**src/rtl/mc_control_unit_pkg.sv**
```systemverilog
// Shared definitions for the multicycle control unit: state codes, opcode/func
// constants, ALU command encodings and the decoder's instruction-class record.
package mc_control_unit_pkg;

    typedef enum logic [2:0] {
        S_IF   = 3'd0,
        S_ID   = 3'd1,
        S_EX   = 3'd2,
        S_MEM  = 3'd3,
        S_WB   = 3'd4,
        S_TRAP = 3'd5
    } state_e;

    localparam logic [4:0] RA_REG = 5'd31;

    localparam logic [5:0] OP_RTYPE = 6'b000000;
    localparam logic [5:0] OP_ADDI  = 6'b001000;
    localparam logic [5:0] OP_ANDI  = 6'b001100;
    localparam logic [5:0] OP_ORI   = 6'b001101;
    localparam logic [5:0] OP_XORI  = 6'b001110;
    localparam logic [5:0] OP_LUI   = 6'b001111;
    localparam logic [5:0] OP_LW    = 6'b100011;
    localparam logic [5:0] OP_SW    = 6'b101011;
    localparam logic [5:0] OP_BEQ   = 6'b000100;
    localparam logic [5:0] OP_BNE   = 6'b000101;
    localparam logic [5:0] OP_J     = 6'b000010;
    localparam logic [5:0] OP_JAL   = 6'b000011;

    localparam logic [5:0] FN_ADD  = 6'b100000;
    localparam logic [5:0] FN_SUB  = 6'b100010;
    localparam logic [5:0] FN_AND  = 6'b100100;
    localparam logic [5:0] FN_OR   = 6'b100101;
    localparam logic [5:0] FN_XOR  = 6'b100110;
    localparam logic [5:0] FN_SLL  = 6'b000000;
    localparam logic [5:0] FN_SRL  = 6'b000010;
    localparam logic [5:0] FN_SRA  = 6'b000011;
    localparam logic [5:0] FN_JR   = 6'b001000;
    localparam logic [5:0] FN_HAMD = 6'b110000;

    // Bit 3 set only for shifts and hamd.
    localparam logic [3:0] ALUC_ADD  = 4'b0000;
    localparam logic [3:0] ALUC_SUB  = 4'b0100;
    localparam logic [3:0] ALUC_AND  = 4'b0001;
    localparam logic [3:0] ALUC_OR   = 4'b0101;
    localparam logic [3:0] ALUC_XOR  = 4'b0010;
    localparam logic [3:0] ALUC_LUI  = 4'b0110;
    localparam logic [3:0] ALUC_SLL  = 4'b0011;
    localparam logic [3:0] ALUC_SRL  = 4'b0111;
    localparam logic [3:0] ALUC_SRA  = 4'b1111;
    localparam logic [3:0] ALUC_HAMD = 4'b1011;

    localparam logic [1:0] PCS_PC4    = 2'b00;
    localparam logic [1:0] PCS_BRANCH = 2'b01;
    localparam logic [1:0] PCS_RS     = 2'b10;
    localparam logic [1:0] PCS_JUMP   = 2'b11;

    typedef struct packed {
        logic [3:0] aluc;
        logic       rtype;
        logic       itype_alu;
        logic       load;
        logic       store;
        logic       branch;
        logic       bne;
        logic       jump;
        logic       jr;
        logic       jal;
        logic       shift;
        logic       sext;
        logic       legal;
    } dec_t;

endpackage

```
**src/rtl/mc_control_unit_alu_op_decoder.sv**
```systemverilog
// alu_op_decoder: combinational op/func -> ALU command plus instruction-class
// flags consumed by the control FSM.
module alu_op_decoder
    import mc_control_unit_pkg::*;
(
    input  logic [5:0] op,
    input  logic [5:0] func,
    output dec_t       dec
);

    always_comb begin
        dec       = '0;
        dec.legal = 1'b1;
        case (op)
            OP_RTYPE: begin
                dec.rtype = 1'b1;
                case (func)
                    FN_ADD:  dec.aluc = ALUC_ADD;
                    FN_SUB:  dec.aluc = ALUC_SUB;
                    FN_AND:  dec.aluc = ALUC_AND;
                    FN_OR:   dec.aluc = ALUC_OR;
                    FN_XOR:  dec.aluc = ALUC_XOR;
                    FN_HAMD: dec.aluc = ALUC_HAMD;
                    FN_SLL:  begin dec.aluc = ALUC_SLL; dec.shift = 1'b1; end
                    FN_SRL:  begin dec.aluc = ALUC_SRL; dec.shift = 1'b1; end
                    FN_SRA:  begin dec.aluc = ALUC_SRA; dec.shift = 1'b1; end
                    FN_JR:   dec.jr = 1'b1;
                    default: begin dec.legal = 1'b0; dec.rtype = 1'b0; end
                endcase
            end
            OP_ADDI: begin dec.itype_alu = 1'b1; dec.aluc = ALUC_ADD; dec.sext = 1'b1; end
            OP_ANDI: begin dec.itype_alu = 1'b1; dec.aluc = ALUC_AND; end
            OP_ORI:  begin dec.itype_alu = 1'b1; dec.aluc = ALUC_OR;  end
            OP_XORI: begin dec.itype_alu = 1'b1; dec.aluc = ALUC_XOR; end
            OP_LUI:  begin dec.itype_alu = 1'b1; dec.aluc = ALUC_LUI; end
            OP_LW:   begin dec.load  = 1'b1; dec.aluc = ALUC_ADD; dec.sext = 1'b1; end
            OP_SW:   begin dec.store = 1'b1; dec.aluc = ALUC_ADD; dec.sext = 1'b1; end
            OP_BEQ:  begin dec.branch = 1'b1; dec.aluc = ALUC_SUB; end
            OP_BNE:  begin dec.branch = 1'b1; dec.bne = 1'b1; dec.aluc = ALUC_SUB; end
            OP_J:    dec.jump = 1'b1;
            OP_JAL:  dec.jal  = 1'b1;
            default: dec.legal = 1'b0;
        endcase
    end

endmodule

```
**src/rtl/mc_control_unit.sv**
```systemverilog
// Multicycle IF/ID/EX/MEM/WB control FSM. Define MC_CTRL_ILLEGAL_TRAP_EN to make
// undecoded instructions set a sticky illegal flag and park in TRAP.
module mc_control_unit
    import mc_control_unit_pkg::*;
(
    input  logic       clock,
    input  logic       resetn,
    input  logic [5:0] op,
    input  logic [5:0] func,
    input  logic       z,
    input  logic       mem_ready,
    output logic [3:0] aluc,
    output logic       pc_en,
    output logic [1:0] pcsource,
    output logic       ir_en,
    output logic       mem_rd,
    output logic       mem_wr,
    output logic       wreg,
    output logic       regrt,
    output logic       m2reg,
    output logic       aluimm,
    output logic       shift,
    output logic       sext,
    output logic       jal,
    output logic [2:0] state,
    output logic       illegal
);

    state_e state_q, state_d;
    dec_t   dec;

    alu_op_decoder u_dec (
        .op   (op),
        .func (func),
        .dec  (dec)
    );

`ifdef MC_CTRL_ILLEGAL_TRAP_EN
    localparam state_e ILLEGAL_NEXT = S_TRAP;
    logic illegal_q, illegal_d;

    always_comb illegal_d = illegal_q | ((state_q == S_ID) & ~dec.legal);

    always_ff @(posedge clock or negedge resetn) begin
        if (!resetn) illegal_q <= 1'b0;
        else         illegal_q <= illegal_d;
    end

    assign illegal = illegal_q;
`else
    localparam state_e ILLEGAL_NEXT = S_IF;
    assign illegal = 1'b0;
`endif

    always_ff @(posedge clock or negedge resetn) begin
        if (!resetn) state_q <= S_IF;
        else         state_q <= state_d;
    end

    assign state = state_q;

    // Memory handshake: mem_rd/mem_wr stay high until mem_ready is seen in the
    // same cycle; mem_ready in any state other than IF/MEM is ignored.
    always_comb begin
        state_d = state_q;
        case (state_q)
            S_IF:  if (mem_ready) state_d = S_ID;
            S_ID: begin
                if (!dec.legal)                state_d = ILLEGAL_NEXT;
                else if (dec.jump || dec.jr)   state_d = S_IF;
                else if (dec.jal)              state_d = S_WB;
                else                           state_d = S_EX;
            end
            S_EX: begin
                if (dec.branch)                state_d = S_IF;
                else if (dec.load | dec.store) state_d = S_MEM;
                else                           state_d = S_WB;
            end
            S_MEM: if (mem_ready) state_d = dec.load ? S_WB : S_IF;
            S_WB:   state_d = S_IF;
            S_TRAP: state_d = S_TRAP;
            default: state_d = S_IF;
        endcase
    end

    // Outputs are forced low while resetn is asserted so no partial access leaks out.
    always_comb begin
        aluc     = ALUC_ADD;
        pc_en    = 1'b0;
        pcsource = PCS_PC4;
        ir_en    = 1'b0;
        mem_rd   = 1'b0;
        mem_wr   = 1'b0;
        wreg     = 1'b0;
        regrt    = 1'b0;
        m2reg    = 1'b0;
        aluimm   = 1'b0;
        shift    = 1'b0;
        sext     = 1'b0;
        jal      = 1'b0;
        if (resetn) begin
            case (state_q)
                S_IF: begin
                    mem_rd = 1'b1;
                    if (mem_ready) begin
                        ir_en = 1'b1;
                        pc_en = 1'b1;
                    end
                end
                S_ID: begin
                    if (dec.jump) begin
                        pc_en    = 1'b1;
                        pcsource = PCS_JUMP;
                    end else if (dec.jr) begin
                        pc_en    = 1'b1;
                        pcsource = PCS_RS;
                    end
                end
                S_EX: begin
                    aluc   = dec.aluc;
                    shift  = dec.shift;
                    sext   = dec.sext;
                    aluimm = dec.itype_alu | dec.load | dec.store;
                    if (dec.branch) begin
                        pc_en    = dec.bne ? ~z : z;
                        pcsource = PCS_BRANCH;
                    end
                end
                S_MEM: begin
                    mem_rd = dec.load;
                    mem_wr = dec.store;
                end
                S_WB: begin
                    wreg  = 1'b1;
                    regrt = ~dec.rtype & ~dec.jal;
                    m2reg = dec.load;
                    if (dec.jal) begin
                        jal      = 1'b1;
                        pc_en    = 1'b1;
                        pcsource = PCS_JUMP;
                    end
                end
                default: ;
            endcase
        end
    end

endmodule

```
**config.mk**
```make
export PLATFORM = sky130hd
export DESIGN_NAME = mc_control_unit
export DESIGN_NICKNAME = d
export VERILOG_FILES = /design/src/rtl/mc_control_unit_pkg.sv /design/src/rtl/mc_control_unit_alu_op_decoder.sv /design/src/rtl/mc_control_unit.sv
export SDC_FILE = /design/constraint.sdc
export NUM_CORES = 1
export LEC_CHECK = 0
export CAP_MARGIN = 20
export CORE_ASPECT_RATIO = 0.75
export CORE_MARGIN = 5
export CORE_UTILIZATION = 47
export CTS_BUF_LIST = sky130_fd_sc_hd__clkbuf_4 sky130_fd_sc_hd__clkbuf_8
export CTS_CLUSTER_DIAMETER = 60
export DETAILED_ROUTE_END_ITERATION = 12
export PLACE_DENSITY = 0.88
export REMOVE_ABC_BUFFERS = 1
export SETUP_SLACK_MARGIN = 0.4
export SYNTH_ARGS = -nofsm -noshare
export SYNTH_HDL_FRONTEND = slang
export SYNTH_SLANG_ARGS = --single-unit
```
**constraint.sdc**
```tcl
create_clock -name clock -period 4.2 [get_ports clock]
set_input_delay 0.84 -clock clock [delete_from_list [all_inputs] [get_ports clock]]
set_output_delay 0.84 -clock clock [all_outputs]
set_load 0.05 [all_outputs]
```
# == After elaboration in Yosys (flattened, before gate mapping) ==
# Cells that the tools add are included.
# op_classes
n_addsub,0
n_mul,0
div,0
order_cmp,0
n_eq_ne,27
n_shift,0
muxes,62
bitwise_logic,7
n_reduce_logical,11
# op_table
operator,n
"== test 6 bit, second input constant",8
two-way mux 1 bit,41
"== test 6 x 4 -> 1 bit, second input constant",6
one-hot mux 4 bit (8 select lines),1
"== test 6 x 2 -> 1 bit, second input constant",4
two-way mux 3 bit,8
one-hot mux 4 bit (6 select lines),1
one-hot mux 3 bit (5 select lines),1
"== test 6 x 3 -> 1 bit, second input constant",2
logical NOT 6 bit,2
OR reduction 11 bit,1
OR reduction 10 bit,1
two-way mux 2 bit,4
two-way mux 4 bit,2
"== test 3 x 2 -> 1 bit, second input constant",2
"== test 3 bit, second input constant",2
one-hot mux 2 bit (3 select lines),1
OR reduction 3 bit,2
OR reduction 5 bit,1
"!= test 2 bit, second input constant",2
one-hot mux 1 bit (2 select lines),2
one-hot mux 1 bit (4 select lines),1
"== test 3 x 1 -> 1 bit, second input constant",1
logical NOT 3 bit,1
6 further kinds,10
# word_totals
register_bits,3
latch_bits,0
mem_bits_rw,0
mem_bits_ro,0
input_bits,16
elab_cells,108
memories,0

# == Logic depth before layout (Yosys ltp) ==
# Gate-level depths: netlist of the first run.
# logic_depth
depth_word,8
ltp_mapped,6
depth_no_buf,5

# == By module ==
# A second synthesis of the first run with hierarchy kept.
# hier_totals
hier_cells,131
hier_area_um2,907.1
# modules_own_cells
module,n_inst,cells_each,area_per_inst_um2,seq_area_each_um2
mc_control_unit,1,61,485.5,75.1
alu_op_decoder,1,70,421.7,0.0

# == Worst setup path before layout of the first run ==
# OpenSTA, ideal clock, no wires.
# synth_path
path_type,input to output
from,input op[0]
to,output pc_en
t_arrival_ps,2625
required_time_ps,3360
setup_slack_ps,735
cell_stages,6
cell_sequence,buf_6 > or3b_1 > a211o_1 > o41ai_1 > and3_1 > or2_1
# synth_via
elab_chain_len,6
word_cells_on_any_way,18
classes_between,eq/ne: 4; mux: 12; reduce/logical: 2
# synth_lines
item,line,rtl
"start, declared",mc_control_unit.sv:8,"input logic [5:0] op,"
== test 6 x 3 -> 1 bit / logical NOT 6 bit (equally long branches),mc_control_unit_alu_op_decoder.sv:14,case (op)
two-way mux 1 bit / OR reduction 2 bit (equally long branches),n/a,
"two-way mux 1 bit, on equally long branches","mc_control_unit.sv:125, mc_control_unit.sv:114, mc_control_unit_alu_op_decoder.sv:14",
"two-way mux 1 bit, on equally long branches","mc_control_unit.sv:124, mc_control_unit.sv:111",
one-hot mux 1 bit (4 select lines) *,mc_control_unit.sv:102,case (state_q)
two-way mux 1 bit *,mc_control_unit.sv:101,if (resetn) begin
"end, declared",mc_control_unit.sv:13,"output logic pc_en,"
# Every way passes the cells marked *; elsewhere a longest branch is shown, timed or not.

# == Worst setup path after layout of the first run ==
# layout_path
from,input op[2]
to,output pcsource[0]
# layout_via
elab_chain_len,6
word_cells_on_any_way,13
classes_between,eq/ne: 4; mux: 8; reduce/logical: 1
# layout_lines
item,line,rtl
== test 6 x 3 -> 1 bit,mc_control_unit_alu_op_decoder.sv:14,
OR reduction 2 bit (no line),n/a,
two-way mux 1 bit,mc_control_unit_alu_op_decoder.sv:14,
two-way mux 1 bit,mc_control_unit.sv:124,if (dec.branch) begin
one-hot mux 2 bit (3 select lines) *,mc_control_unit.sv:102,
two-way mux 2 bit *,mc_control_unit.sv:101,
"end, declared",mc_control_unit.sv:14,"output logic [1:0] pcsource,"
# Marked as above.

==> metrics.cfg, run 1 <==
[run_status]
status = finished, final reports clean

[sta]
worst_hold_slack_ns = 0.476
period_needed_ns = 3.67
finalSetupTns_ns = 0
slew_violations = 0
setup_viol = 0
fin_crit_sh_pct = 87.5
skew_ns = 0.00188
tightest_slew_ns = 0.531
max_slew_margin_pct = 64.5
fmax_mhz = 272
final-hold-violation-count = 0
rsz0062_at_grt = no

[floorplanning]
core_sq_um = 1720
fp.dieArea_sq_um = 2780
start_util_pct = 49.6
die_h_microns = 47.0
fp.dieW_microns = 59.3
rows = 13
boundaryPins = 37

[cts]
tritoncts = built
cts.path.max_buffers = 2
htreeDepth = 1
clk_pin_slew_ns = 0.04
post_cts_buffers = 0
clock_sinks = 3
ctsRootBufferMaster = clkbuf_4
cts_buffers = 3
clock_latency_ns = 0.24

[pwr]
vdd_drop_max_mv = 0.131
power_uw = 287
p_per_area_nw_per_um2 = 235
cellLeakagePower_nw = 0.508

[setup_path]
reg2reg_depth = 3
rr_startpoint = state[0]
path_cells = clkdlybuf4s50_1 > or3b_1 > nor3_2 > a22oi_1 > o22ai_1 > and2_1 > buf_12
arrival_ns = 2.83
start_kind = primary input
required_ns = 3.36
regToRegEndpoint = state[1]
path_class = primary input to output port
end_kind = output port
max_stage_delay_ns = 0.68
critPathSlowestCell = clkdlybuf4s50_1
cp_max_fo = 9
reg2reg_slack_ns = 2.84

[yosys]
ys_seq_area_share_pct = 8.77
syn_avg_cell_area_sq_um = 6.85
ys_async_sr_fraction_pct = 100
synth_flop_cell = dfrtp_1
ys_seq_elements = 3
synth_edf_count = 0
synth_cell_type_count = 49
synthesis.area_sq_um = 856
yosysWarnings = 0
synth_cells = 125

[place]
hpwl_microns = 2070
port_buffers = 35
gp_congestion = 0.921

[final_layout]
syn_to_final_growth_pct = 42.8
largest_reg_flops = 3
n_antenna_cell = 0
most-common-layout-cells = clkdlybuf4s50_1 (19), nor2_1 (14), buf_4 (11)
layout_commonest_cell = clkdlybuf4s50_1
final_nets = 172
fillers = 144
drive_gt1_share_pct = 16.8

[global_routing]
grt_pass1_wl_microns = 4060
grt_usage_pct = 18.9
grt_max_degree = 16
grt_antenna_before_repair = 0
grt_pass1_vias = 877
grt.overflow.total = 0

[route]
vias_per_cell = 5.88
wl_per_cell_microns = 14.3
wl_microns = 2530
first_pass_iters = 4
via_count = 1041
drc = 0
first_iter_violations = 54
final_antenna_net_count = 0

[run]
drv_cap = 0

[worst_hold_path]
holdCritPathClass = primary input to async pin

==> worst max path at each step <==
stage,startpoint,to,slack (ns),depth (start not counted)
global placement,op[4],jal,0.39,5
floorplan,op[0],pc_en,0.85,5
finish,op[2],pcsource[0],0.53,7
CTS,op[5],mem_wr,0.42,5
global route,op[5],m2reg,0.42,5
detailed placement,op[5],m2reg,0.28,5
==> Yosys cell counts (2+ instances only) <==
cell type	number	share of area [%]
a21oi_1	6	3.5
buf_6	2	2.6
o21ai_0	2	1.2
and3_1	6	4.4
or3b_1	3	3.1
nand3b_1	5	4.4
or2_1	2	1.5
and2_1	2	1.5
nand2b_1	2	1.5
nor4_1	2	1.5
o22ai_1	3	2.2
nor2b_1	5	3.7
o21a_1	2	1.8
buf_2	7	4.1
a211o_1	2	2.0
a22oi_1	2	1.8
a31oi_1	2	1.5
dfrtp_1	3	8.8
nor3_1	7	4.1
nor2_1	15	6.6
o31ai_1	2	1.8
inv_1	6	2.6
nand3_1	4	2.3
nand2_1	8	3.5
==> cell families (layout without fill, tap and decap cells) <==
logic type,Yosys count,in the layout,synth area share [%]
AO/OA/AOI/OAI,33,33,31.0
buffers and inverters,17,47,10.7
XOR/XNOR,1,1,1.02
other,1,1,0.438
AND/OR/NAND/NOR,69,69,46.8
flip-flops,3,3,8.77
multiplexers,1,1,1.32
==> metal layers <==
layer,vias to the layer above,global-route usage (%),routed length (microns)
met1,475,27.5,1150
met3,2,1.10,167
met5,-,0,0
met4,0,7.69,21
li1,524,-,-
met2,40,29.2,1200
==> power breakdown <==
| part | internal [mW] | total (mW) | switching (mW) |
|---|---|---|---|
| clock | 0.0421 | 0.0581 | 0.0160 |
| sequential | 0.0347 | 0.0530 | 0.0183 |
| combinational | 0.0696 | 0.176 | 0.107 |
| total | 0.146 | 0.287 | 0.141 |
==> stage by stage <==
step,worst slack [ns],instances,cell area [sq um],util (%)
2_1_floorplan,0.849,114,787,-
3_3_place_gp,0.392,173,1190,68.9
3_5_place_dp,0.279,173,1190,68.9
4_1_cts,0.416,177,1210,70.5
5_1_grt,0.422,177,1220,70.9
6_report,0.526,177,1220,70.9
==> what timing repair did <==
item | CTS | global route
hold buffers | 0 | 0
endpoints found under the setup margin | 2 | 2
cloned | 0 | 0
gates resized for setup | 2 | 3
==> critical path: cells and delay by family <==
| kind | cells | cell delay [ns] |
|---|---|---|
| compound gates | 2 | 0.30 |
| simple gates | 3 | 0.86 |
| buf+inv | 2 | 0.83 |
==> final cells by class <==
type | instances | area, sq um | share of cell area (%)
multi-input combinational | 105 | 692 | 56.6
tap | 22 | 27.5 | 2.25
sequential | 3 | 75.1 | 6.14
timing repair buffer | 37 | 375 | 30.7
clock buffer | 4 | 30.0 | 2.46
inverter | 6 | 22.5 | 1.84
No activity file was read; power rests on OpenSTA's default activity.
==> inputs of run 2 (changes only) <==
Settings changed: SLEW_MARGIN set to 20.
==> results of run 2 <==
The final DEF is identical to that of run 1; final timing and power are the same.
